--- src/rtl/pc_fetch_ctrl.sv ---
// pc_fetch_ctrl: program counter and instruction-fetch sequencer.
// Issues one read per instruction, holds the fetched word for decode,
// and accepts branch redirects from the branch unit.
// Optional feature: define PC_WRAP_TRAP_EN to trap on PC wrap-around
// instead of silently wrapping to zero.
module pc_fetch_ctrl #(
    parameter int AW = 8,
    parameter int DW = 16,
    parameter logic [AW-1:0] RESET_PC = '0
) (
    input  logic          CLK,
    input  logic          RST,
    output logic          MEM_REQ,
    output logic [AW-1:0] MEM_ADDR,
    input  logic          MEM_READY,
    input  logic [DW-1:0] MEM_RDATA,
    output logic [DW-1:0] INST,
    output logic          INST_VALID,
    input  logic          INST_ACK,
    input  logic          BR_EN,
    input  logic [AW-1:0] BR_ADDR,
    output logic [AW-1:0] PC,
    output logic          TRAP
);

    typedef enum logic [1:0] {
        IDLE,
        FETCH,
        HOLD
`ifdef PC_WRAP_TRAP_EN
        ,
        TRAPPED
`endif
    } state_t;

    state_t        state;
    logic [AW-1:0] pc_q;
    logic [DW-1:0] inst_q;
    logic          req_q;
    logic          valid_q;
    logic          trap_q;

    // Single sequencer: state, PC, held word and all registered outputs.
    always_ff @(posedge CLK) begin
        if (RST) begin
            state   <= IDLE;
            pc_q    <= RESET_PC;
            inst_q  <= '0;
            req_q   <= 1'b0;
            valid_q <= 1'b0;
            trap_q  <= 1'b0;
        end else begin
            case (state)
                IDLE: begin
                    state <= FETCH;
                    req_q <= 1'b1;
                end
                FETCH: begin
                    if (BR_EN) begin
                        pc_q    <= BR_ADDR;
                        state   <= FETCH;
                        req_q   <= 1'b1;
                        valid_q <= 1'b0;
                    end else if (MEM_READY) begin
                        inst_q  <= MEM_RDATA;
                        state   <= HOLD;
                        req_q   <= 1'b0;
                        valid_q <= 1'b1;
                    end
                end
                HOLD: begin
                    if (BR_EN) begin
                        pc_q    <= BR_ADDR;
                        state   <= FETCH;
                        req_q   <= 1'b1;
                        valid_q <= 1'b0;
                    end else if (INST_ACK) begin
`ifdef PC_WRAP_TRAP_EN
                        if (pc_q == {AW{1'b1}}) begin
                            state   <= TRAPPED;
                            req_q   <= 1'b0;
                            valid_q <= 1'b0;
                            trap_q  <= 1'b1;
                        end else begin
                            pc_q    <= pc_q + AW'(1);
                            state   <= FETCH;
                            req_q   <= 1'b1;
                            valid_q <= 1'b0;
                        end
`else
                        pc_q    <= pc_q + AW'(1);
                        state   <= FETCH;
                        req_q   <= 1'b1;
                        valid_q <= 1'b0;
`endif
                    end
                end
`ifdef PC_WRAP_TRAP_EN
                TRAPPED: begin
                    state   <= TRAPPED;
                    req_q   <= 1'b0;
                    valid_q <= 1'b0;
                    trap_q  <= 1'b1;
                end
`endif
                default: begin
                    state   <= IDLE;
                    req_q   <= 1'b0;
                    valid_q <= 1'b0;
                    trap_q  <= 1'b0;
                end
            endcase
        end
    end

    assign PC         = pc_q;
    assign MEM_ADDR   = pc_q;
    assign MEM_REQ    = req_q;
    assign INST       = inst_q;
    assign INST_VALID = valid_q;
    assign TRAP       = trap_q;

endmodule

--- config.mk ---
export PLATFORM = sky130hd
export DESIGN_NAME = pc_fetch_ctrl
export DESIGN_NICKNAME = d
export VERILOG_FILES = /design/src/rtl/pc_fetch_ctrl.sv
export SDC_FILE = /design/constraint.sdc
export NUM_CORES = 1
export LEC_CHECK = 0
export BUFFER_PORTS_ARGS = -buffer_cell sky130_fd_sc_hd__buf_2
export CAP_MARGIN = 10
export CORE_MARGIN = 8
export CORE_UTILIZATION = 48
export DETAILED_ROUTE_END_ITERATION = 6
export MAX_ROUTING_LAYER = met4
export PLACE_DENSITY = 0.83
export SYNTH_ARGS = -nofsm -noshare
export SYNTH_HDL_FRONTEND = slang
export SYNTH_SLANG_ARGS = --single-unit
--- constraint.sdc ---
create_clock -name CLK -period 2.85 [get_ports CLK]
set_clock_uncertainty 0.2 [all_clocks]
set_input_delay 0.285 -clock CLK [delete_from_list [all_inputs] [get_ports CLK]]
set_output_delay 0.285 -clock CLK [all_outputs]
set_load 0.005 [all_outputs]
Yosys cells after proc, flatten, opt, wreduce, memory -nomap -nowiden
Index checks and enable logic that the tools add are counted.
{ "classes": {"add_sub_neg": 1, "n_eq_ne": 5, "reduce_logical": 6, "n_bitwise": 2, "n_mux": 19} }
{ "op_table": {"columns": ["cell", "count"], "rows": [
  ["8-bit 2-to-1 mux", 3],
  ["8-bit one-hot mux with 2 select lines", 1],
  ["3-bit AND reduction", 3],
  ["8-bit by 1-bit adder with 8-bit output (second input constant)", 1],
  ["1-bit 2-to-1 mux", 8],
  ["2-bit 2-to-1 mux", 4],
  ["3-bit != test (second input constant)", 2],
  ["1-bit one-hot mux with 3 select lines", 2],
  ["2-bit one-hot mux with 3 select lines", 1],
  ["2-bit by 1-bit equality test with 1-bit output (second input constant)", 1],
  ["2-bit equality test (second input constant)", 1],
  ["2-bit zero test", 1],
  ["2-bit != test (second input constant)", 1],
  ["1-bit NOT", 2],
  ["2-bit AND reduction", 1],
  ["2-bit nonzero test", 1]
]} }
{ "word_totals": {"output_inout_bits": 35, "ff_bits": 28, "in_bits": 29} }

Logic depth before layout (Yosys ltp)
Gate-level depths: netlist (run 1).
{ "logic_depth": {"word_depth": 4, "depth_mapped": 6, "depth_no_buf": 5} }

Least setup slack after synthesis (run 1)
OpenSTA, ideal clock, no wires.
{ "synth_path": {"path_type": "register to register", "startpoint": "register state[0]", "endpoint": "register pc_q[2] (netlist: MEM_ADDR[2])", "path_buffers": 1, "setup_ps": 132, "path_stages_with_launch": 6, "required_time_ps": 2518, "arrival_time_ps": 1258, "path_slack_ps": 1259, "cell_sequence": "dfxtp_1 or3b_1 buf_6 and2_2 o21ai_0 a21oi_1"} }
{ "synth_via": {"elab_chain_len": 3, "word_cells_on_any_way": 7, "classes_between": "eq/ne (4); mux (1); reduce/logical (2)"} }
{ "synth_lines": {"columns": ["item", "line_no", "text"], "rows": [
  ["start: declaration", "36", "state_t state;"],
  ["start signal: assignment", "46", "state <= IDLE;"],
  ["start signal: assignment", "55", "state <= FETCH;"],
  ["start signal: assignment", "61", "state <= FETCH;"],
  ["2-bit equality test or 2-bit by 1-bit equality test with 1-bit output (tied branches)", "53", "case (state)"],
  ["3-bit != test (no source line) (tied with other cells)", null, null],
  ["3-bit AND reduction (no source line)", null, null],
  ["end signal: assignment", "91", "pc_q <= pc_q + AW'(1);"],
  ["end: declaration", "37", "logic [AW-1:0] pc_q;"]
]} }
Several ways; a longest one is shown, not always the timed one.
A chain may end at the register's enable or synchronous reset.

Worst setup path after layout (run 1)
Ends and elaborated chain as after synthesis.

==> results of run 1 <==
per-layer routing:
metal  part of all wire  vias to the layer above
li1                   -                      677
met5                  0                        -
met4              0.012                        0
met1               0.42                      571
met3              0.080                        7
met2               0.48                       60
kinds of logic after synthesis:
family | share of synthesized area
muxes | 0.00779
other | 0.00292
DFF | 0.421
buffers and inverters | 0.105
AOI/OAI and AO/OA | 0.197
and+or+nand+nor | 0.257
adders and majority gates | 0.00974
per-stage QoR:
stage	cell area, µm²	instances	setup WS, ns	total power (W)	hold WS [ns]
after CTS	1710	259	0.975	0.000700	0.0135
after floorplan	1280	163	1.26	0.000479	0.221
after detailed placement	1510	238	0.928	0.000521	0.244
after global placement	1510	238	0.973	0.000519	0.240
final	1710	259	0.973	0.000699	0.0218
after global routing	1710	259	0.840	0.000735	0.0119
cell usage in the layout (no fill, tap or decap), types with 2 or more instances in the layout:
cell,count
buf_2,62
nand2_1,37
dfxtp_1,27
a21oi_1,26
dlygate4sd3_1,17
nor2_1,11
o21ai_0,5
nand3_1,4
inv_1,4
nor3b_1,3
nor3_1,3
clkbuf_4,3
nor2b_1,2
o32ai_1,2
state kept, by name, indices dropped and copies added (netlist names):
name        cells
INST_VALID      1
INST           16
MEM_ADDR        8
state           2
worst max-delay path, cell delays in order (launching register included):
cell	delay [ns]
dfxtp_1	0.39
or3b_1	0.63
and2_2	0.30
o21ai_0	0.15
a21oi_1	0.08
layout make-up:
cell class | count | area [µm²]
clock buffers | 3 | 22.5
multi-input cells | 115 | 609
flip-flops and latches | 27 | 541
inverters | 4 | 15.0
well taps | 30 | 37.5
repair buffers | 79 | 480
fillers | 220 | 790
clock inverters | 1 | 5.00
path summary, 6_finish.rpt:
check | end | slack (ns) | cells after the start
setup / recovery | MEM_ADDR[2]$_SDFFE_PP0P_ | 0.97 | 4
hold / removal | MEM_ADDR[1]$_SDFFE_PP0P_ | 0.02 | 3
setup reg to reg | MEM_ADDR[2]$_SDFFE_PP0P_ | 0.97 | 4
hold reg to reg | INST[9]$_SDFFE_PP0P_ | 0.26 | 2
power breakdown:
part           total [W]  switching [W]  internal (W)
sequential      0.000411      0.0000163      0.000394
combinational   0.000122      0.0000570     0.0000646
clock           0.000167       0.000114     0.0000526
total           0.000699       0.000187      0.000512
==> flow_summary_export.csv, run 1 <==
group,metric,value,unit
power_and_ir_drop,powerDensity,409,mW/mm²
global_route,antenna_found_initial,0,
clock_network,cts_buffer_depth,2,
sta,worst_slew_pin_slew,0.633,ns
die,dieArea,0.00459,mm²
sta,post-route-period-util,0.659,
global_route,grtUsageTotal,0.164,
clock_network,hold_buffers,17,
logic_synthesis,syn_inst,163,
sta,slew_viol_final,0,
place,dpl.hpwl,2440,µm
setup_path,worst_setup_path_end_kind,"register",
route,wl_per_cell,14.1,µm
setup_path,r2r-start,"state[0]$_SDFFE_PP0P_",
route,drt_iter0_markers,129,
clock_network,postCtsSetupRepairBufs,0,
clock_network,insertion_delay,0.32,ns
clock_network,cts.sinks,27,
die,io_pins,64,
clock_network,cts_resized,0,
sta,hold_violations,0,
clock_network,htree_levels,1,
die,initial_core_util,0.514,
logic_synthesis,postSynthAreaPerCell,7.88,µm²
logic_synthesis,ys_top_cells_by_area,"dfxtp_1, nand2_1, a21oi_1",
cells_and_area,insertedDiodeCount,0,
global_route,gr-usage-met1,0.208,
logic_synthesis,yosysWarnings,0,
logic_synthesis,synth_top_cell_by_area,"dfxtp_1",
route,wirelength,3660,µm
place,portBuffers,62,
sta,fmaxAchievable,0.533,GHz
sta,setup_violations,0,
logic_synthesis,synth_seq_cells,27,
setup_path,startpoint_type,"register",
global_route,grt_pass1_wl,5710,µm
route,postRouteAntennaNets,0,
global_route,top_usage_layer,"met2",
clock_network,path_clk_slew,0.15,ns
logic_synthesis,synthFlopType,"dfxtp_1",
cells_and_area,nets,260,
min_path,hp-class,"primary input to register",
global_route,met2_usage,0.253,
setup_path,crit_required,2.86,ns
setup_path,crit_start,"state[0]$_SDFFE_PP0P_",
power_and_ir_drop,leakage,0.776,nW
cells_and_area,area_growth,33.1,%
setup_path,worstSetupPathType,"register to register",
sta,rsz0062_at_grt,"no",
setup_path,arrival,1.89,ns
job,cap_violations,0,
global_route,grt_max_degree,29,
sta,timing.slew.headroom,0.578,
route,vias,1315,
clock_network,cts_tree,"done",
die,core.rowCount,18,
clock_network,cts_made_buffers,3,
die,die_x,67.7,µm
cells_and_area,layout-drive-gt1-share,0.314,
logic_synthesis,synth_nets,193,
global_route,met3_usage,0.0348,
die,die_y,67.7,µm
route,route.detailed.drc,0,
min_path,worst_hold_startpoint,"BR_ADDR[1]",
logic_synthesis,async_reset_ff_frac,0,
place,gp_congestion,0.811,
global_route,grt_overflow,0,
setup_path,worstPathMaxFanout,18,
global_route,first_global_vias,1191,
clock_network,clock-root-buffer,"clkbuf_4",
logic_synthesis,yosys-top-cells-count,"nand2_1, dfxtp_1, a21oi_1",
die,core-area,0.00250,mm²
logic_synthesis,synth_cell_types,37,
status,status,"finished clean",
logic_synthesis,yosys.area.top_type_share,0.421,
sta,finalSetupTns,0,ns
logic_synthesis,synth-edff-count,0,
power_and_ir_drop,irDropWorstVdd,408,µV
route,drt_pre_antenna_iters,5,
logic_synthesis,yosysSeqAreaShare,0.421,
sta,fin_crit,1.88,ns
route,vias_per_cell,5.08,
cells_and_area,fin_util,0.684,
logic_synthesis,synth.most_common_cell,"nand2_1",
logic_synthesis,netlist_area,0.00128,mm²
Power figures use the tool's default switching activity.
==> run 2: changes to the inputs <==
- ABC_AREA: unset -> 1
- CORE_UTILIZATION: 48 -> 45
- PLACE_DENSITY: 0.83 -> 0.79
- clock period: 2.85 -> 1.9 ns (I/O delays scaled with it)
==> run 2 against run 1 <==
Area after synthesis up 1.8%. Synthesized cell count up 19%. Power up 57%. Clock power up 49%. Die area up 6.5%. Critical endpoint is now INST[7]$_SDFFE_PP0P_. Largest power group unchanged.
==> flow_summary_export.csv, run 2 <==
group,metric,value,unit
setup_path,worstSetupPathType,"primary input to register",
sta,fmaxAchievable,0.566,GHz
place,dp_worst_setup_slack,0.256,ns
clock_network,cts_tree,"done",
setup_path,reg2reg_slack,0.22,ns
cells_and_area,final_common_cell,"buf_2",
global_route,first_global_vias,1275,
die,dieArea,0.00489,mm²
power_and_ir_drop,irDropWorstVdd,577,µV
die,io_pins,64,
sta,fin_crit,1.77,ns
sta,hold_violations,0,
route,vias_per_cell,4.65,
global_route,antenna_found_initial,0,
setup_path,reg2reg_to,"MEM_ADDR[6]$_SDFFE_PP0P_",
clock_network,cts_resized,0,
setup_path,r2r-start,"state[0]$_SDFFE_PP0P_",
setup_path,crit_start,"BR_EN",
setup_path,worstPathMaxFanout,16,
power_and_ir_drop,powerDensity,614,mW/mm²
global_route,met3_usage,0.0297,
min_path,hp-class,"primary input to register",
route,wirelength,3480,µm
setup_path,rr_worst_depth,8,
min_path,whs_endpoint,"MEM_ADDR[4]$_SDFFE_PP0P_",
logic_synthesis,synth_cell_types,18,
logic_synthesis,synth_nets,224,
setup_path,worst_setup_path_end_kind,"register",
place,post-place-cells,272,
place,portBuffers,62,
global_route,top_usage_layer,"met2",
sta,slew_viol_final,0,
logic_synthesis,syn_inst,194,
global_route,grtUsageTotal,0.136,
sta,setup_ws,0.132,ns
clock_network,insertion_delay,0.31,ns
die,die_x,69.9,µm
route,drt_pre_antenna_iters,5,
sta,finalSetupTns,0,ns
cells_and_area,area_growth,36.6,%
logic_synthesis,netlist_area,0.00131,mm²
route,wl_per_cell,11.8,µm
global_route,met2_usage,0.235,
setup_path,path_cells,"dlygate4sd3_1, buf_2, inv_1, nand4_2, inv_2, nor2_1, nor2_1",
logic_synthesis,synth.most_common_cell,"nor2_1",
clock_network,clock-root-buffer,"clkbuf_4",
global_route,grt_overflow,0,
cells_and_area,nets,296,
setup_path,crit_required,1.96,ns
min_path,hold_path_depth,5,
logic_synthesis,yosysSeqAreaShare,0.413,
cells_and_area,largest_reg_flops,16,
cells_and_area,mostFrequentLayoutCells,"buf_2, nor2_1, nand2_1",
setup_path,slowest_stage,"dlygate4sd3_1",
global_route,grt_max_degree,21,
logic_synthesis,synth_seq_cells,27,
min_path,worst_hold_startpoint,"BR_ADDR[4]",
logic_synthesis,ys_top_cells_by_area,"dfxtp_1, nor2_1, o21ai_0",
cells_and_area,insertedDiodeCount,0,
global_route,gr-usage-met1,0.153,
setup_path,crit_path_frequent_cell,"nor2_1",
logic_synthesis,yosys-top-cells-count,"nor2_1, nand2_1, dfxtp_1",
route,postRouteAntennaNets,0,
status,status,"finished clean",
logic_synthesis,postSynthAreaPerCell,6.74,µm²
logic_synthesis,yosys.area.top_type_share,0.413,
clock_network,path_clk_slew,0.15,ns
die,die_y,69.9,µm
logic_synthesis,synthFlopType,"dfxtp_1",
clock_network,cts_made_buffers,3,
clock_network,cts.sinks,27,
global_route,grt_pass1_wl,5670,µm
place,dpl.hpwl,2490,µm
power_and_ir_drop,leakage,0.903,nW
clock_network,cts_buffer_depth,2,
die,core.rowCount,19,
sta,post-route-period-util,0.930,
clock_network,htree_levels,1,
cells_and_area,layout-drive-gt1-share,0.279,
cells_and_area,stdcell_count,296,
place,gp_congestion,0.805,
setup_path,startpoint_type,"primary input",
logic_synthesis,yosysWarnings,0,
sta,setup_violations,0,
route,vias,1375,
die,core-area,0.00276,mm²
logic_synthesis,synth_top_cell_by_area,"dfxtp_1",
route,route.detailed.drc,0,
logic_synthesis,synth-edff-count,0,
job,cap_violations,0,
setup_path,critical-path-max-stage-delay,0.53,ns
sta,rsz0062_at_grt,"no",
clock_network,postCtsSetupRepairBufs,0,
logic_synthesis,async_reset_ff_frac,0,
die,initial_core_util,0.474,
route,drt_iter0_markers,68,
setup_path,arrival,1.83,ns
run 2: cell type report:
| cell class | count | area (µm²) |
|---|---|---|
| fillers | 269 | 972 |
| clock buffers | 3 | 22.5 |
| clock inverters | 1 | 7.51 |
| repair buffers | 83 | 518 |
| flip-flops and latches | 27 | 541 |
| well taps | 31 | 38.8 |
| inverters | 20 | 75.1 |
| multi-input cells | 131 | 583 |
run 2: per-layer routing:
layer  part of all wire  wire [µm]  vias up
met1               0.45       1570      600
met5                  0          0        -
met4              0.016         57        0
li1                   -          -      735
met2               0.49       1690       36
met3              0.045        158        4
run 2: worst max-delay path, delay by kind of cell:
family        cells  cell delay [ns]
buf+inv           4             1.11
simple gates      3             0.52
run 2: power by group:
part / switching [W] / internal (W)
Clock: 0.000168 / 0.0000801
Sequential: 0.0000314 / 0.000599
Combinational: 0.000103 / 0.000114
run 2: repair_timing:
action,in CTS,in global routing
endpoints found under the hold margin,24,0
hold buffers,20,0
endpoints found under the setup margin,0,0
run 2: kinds of logic after synthesis:
family | after synthesis | synth area share
flip-flops | 27 | 0.413
other | 1 | 0.00287
AND/OR/NAND/NOR | 91 | 0.282
adder cells (fa/ha/maj) | 1 | 0.00957
buffers and inverters | 36 | 0.141
AO/OA/AOI/OAI | 36 | 0.138
XOR/XNOR | 2 | 0.0134
run 2: how the worst max path moves through the flow:
stage | cells after the start | slack, ns | to
CTS | 7 | 0.16 | INST[8]$_SDFFE_PP0P_
finish | 7 | 0.13 | INST[7]$_SDFFE_PP0P_
global placement | 9 | 0.33 | MEM_ADDR[1]$_SDFFE_PP0P_
detailed placement | 8 | 0.26 | MEM_ADDR[6]$_SDFFE_PP0P_
floorplan | 8 | 0.50 | MEM_ADDR[6]$_SDFFE_PP0P_
global route | 7 | 0.003 | INST[5]$_SDFFE_PP0P_
run 2: per-stage QoR:
stage	cell area (µm²)	util	total power [W]	hold slack [ns]
global route	1790	0.647	0.00116	0.0299
detailed placement	1560	0.564	0.000829	0.243
CTS	1790	0.647	0.00110	0.00333
finish	1790	0.647	0.00110	0.00255
floorplan	1310	-	0.000759	0.155
global placement	1560	0.564	0.000826	0.235
==> run 3: changes to the inputs <==
--- a/config.mk
+++ b/config.mk
@@ -11,6 +11,7 @@
 export CORE_MARGIN = 8
-export CORE_UTILIZATION = 45
+export CORE_UTILIZATION = 47
+export CTS_BUF_LIST = sky130_fd_sc_hd__clkbuf_2 sky130_fd_sc_hd__clkbuf_4 sky130_fd_sc_hd__clkbuf_8
 export DETAILED_ROUTE_END_ITERATION = 6
 export MAX_ROUTING_LAYER = met4
-export PLACE_DENSITY = 0.79
+export PLACE_DENSITY = 0.81
 export SYNTH_ARGS = -nofsm -noshare
--- a/constraint.sdc
+++ b/constraint.sdc
@@ -4,2 +4,2 @@
 set_output_delay 0.19 -clock CLK [all_outputs]
-set_load 0.005 [all_outputs]
+set_load 0.01 [all_outputs]
==> run 3 against run 2 <==
Wire length rose by 9.3%. Count of clock-buffer cells in the layout did not move. Combinational power rose by 14%. Non-clock buffer count rose by 4. Critical path depth fell by 1. First-iteration DRC count rose by 1.5%. Sequential share of layout area fell by 0.54 points. Sequential power barely moved. Sequential cell count did not move. Register-to-register slack improved by 0.06 ns. Critical endpoint is now state[1]$_SDFFE_PP0P_. Largest cell class unchanged. Largest power group unchanged.
==> flow_summary_export.csv, run 3 (same netlist as run 2, synthesis figures left out) <==
group,metric,value,unit
status,status,"finished clean",
clock_network,cts_buffer_depth,2,
place,dpl.hpwl,2720,µm
die,core.rowCount,19,
setup_path,worstPathMaxFanout,4,
min_path,hp-class,"primary input to register",
cells_and_area,area_growth,39.0,%
clock_network,cts.sinks,27,
cells_and_area,fin_area,0.00182,mm²
route,drt_pre_antenna_iters,4,
setup_path,path_cells,"dlygate4sd3_1, buf_2, inv_1, nand4_2, a21oi_1, dlygate4sd3_1",
cells_and_area,stdcell_count,300,
clock_network,cts_resized,0,
clock_network,hold_buffers,22,
sta,slew_viol_final,0,
die,io_pins,64,
sta,post-route-period-util,0.924,
setup_path,critical-path-max-stage-delay,0.55,ns
route,wl_per_cell,12.7,µm
setup_path,worstSetupPathType,"primary input to register",
sta,setup_ws,0.144,ns
global_route,grtUsageTotal,0.175,
clock_network,insertion_delay,0.32,ns
sta,finalSetupTns,0,ns
power_and_ir_drop,powerDensity,619,mW/mm²
place,place_area,0.00157,mm²
global_route,grt_overflow,0,
global_route,gr-usage-met1,0.191,
cells_and_area,fin_util,0.671,
sta,worst_slew_pin_slew,0.543,ns
power_and_ir_drop,leakage,0.927,nW
cells_and_area,insertedDiodeCount,0,
cells_and_area,final_common_cell,"buf_2",
route,vias,1395,
route,wirelength,3800,µm
setup_path,worst_setup_path_end_kind,"register",
global_route,met2_usage,0.300,
setup_path,startpoint_type,"primary input",
sta,setup_violations,0,
place,portBuffers,62,
global_route,grt_max_degree,21,
cells_and_area,nets,300,
die,die_x,68.7,µm
sta,fmaxAchievable,0.569,GHz
cells_and_area,fillers,245,
global_route,first_global_vias,1365,
route,drt_iter0_markers,69,
cells_and_area,largest_reg_flops,16,
route,postRouteAntennaNets,0,
global_route,top_usage_layer,"met2",
cells_and_area,mostFrequentLayoutCells,"buf_2, nor2_1, nand2_1",
global_route,met3_usage,0.0388,
sta,fin_crit,1.76,ns
route,vias_per_cell,4.65,
global_route,antenna_found_initial,0,
power_and_ir_drop,irDropWorstVdd,566,µV
cells_and_area,layout-drive-gt1-share,0.283,
global_route,grt_pass1_wl,6160,µm
die,initial_core_util,0.482,
clock_network,htree_levels,1,
place,gp_congestion,0.867,
die,die_y,68.7,µm
clock_network,clock-root-buffer,"clkbuf_4",
die,core-area,0.00271,mm²
clock_network,cts_tree,"done",
clock_network,path_clk_slew,0.14,ns
sta,timing.slew.headroom,0.637,
setup_path,crit_path_frequent_cell,"dlygate4sd3_1",
clock_network,postCtsSetupRepairBufs,0,
setup_path,arrival,1.84,ns
clock_network,cts_made_buffers,3,
die,dieArea,0.00473,mm²
setup_path,crit_required,1.98,ns
sta,hold_violations,0,
setup_path,rr_worst_depth,6,
place,post-place-cells,274,
min_path,hold_path_depth,5,
sta,rsz0062_at_grt,"no",
place,dp_worst_setup_slack,0.380,ns
job,cap_violations,0,
setup_path,slowest_stage,"dlygate4sd3_1",
route,route.detailed.drc,0,
run 3: cell count changes in the layout (fill, tap and decap cells not counted):
cell,change
dlygate4sd3_1,+2
clkinvlp_4,-1
buf_4,+2
clkinv_2,+1
run 3: power by group:
group,switching (W),internal [W]
Combinational,0.000128,0.000120
Clock,0.000169,0.0000790
Sequential,0.0000295,0.000599
Total,0.000327,0.000798
run 3: layout make-up:
class	instances	area (µm²)	share of cell area
clock buffers	3	22.5	0.0124
clock inverters	1	5.00	0.00275
inverters	20	75.1	0.0413
multi-input cells	131	583	0.321
flip-flops and latches	27	541	0.297
well taps	31	38.8	0.0213
repair buffers	87	553	0.304
run 3: critical path: cells and delay by family:
| kind | cells | cell delay [ns] |
|---|---|---|
| AND/OR/NAND/NOR | 1 | 0.15 |
| buffers and inverters | 4 | 1.34 |
| AO/OA/AOI/OAI | 1 | 0.15 |
run 3: per-layer routing:
layer	vias to the layer above	wire, µm
met3	4	253
met1	605	1560
met2	39	1940
li1	747	-
met4	0	55
met5	-	0
run 3: final timing paths:
path	start	end	slack, ns
worst max-delay path	BR_EN	state[1]$_SDFFE_PP0P_	0.14
worst min-delay path	BR_ADDR[0]	MEM_ADDR[0]$_SDFFE_PP0P_	0.01
worst max register to register	state[0]$_SDFFE_PP0P_	state[1]$_SDFFE_PP0P_	0.28
worst min register to register	INST_VALID$_SDFFE_PP0P_	INST_VALID$_SDFFE_PP0P_	0.29
run 3: through the flow:
step                      total power (W)  hold slack [ns]
after detailed placement         0.000854            0.245
final                             0.00112           0.0145
after global routing              0.00119           0.0455
after CTS                         0.00113          0.00796
after floorplan                  0.000776            0.155
after global placement           0.000846            0.237
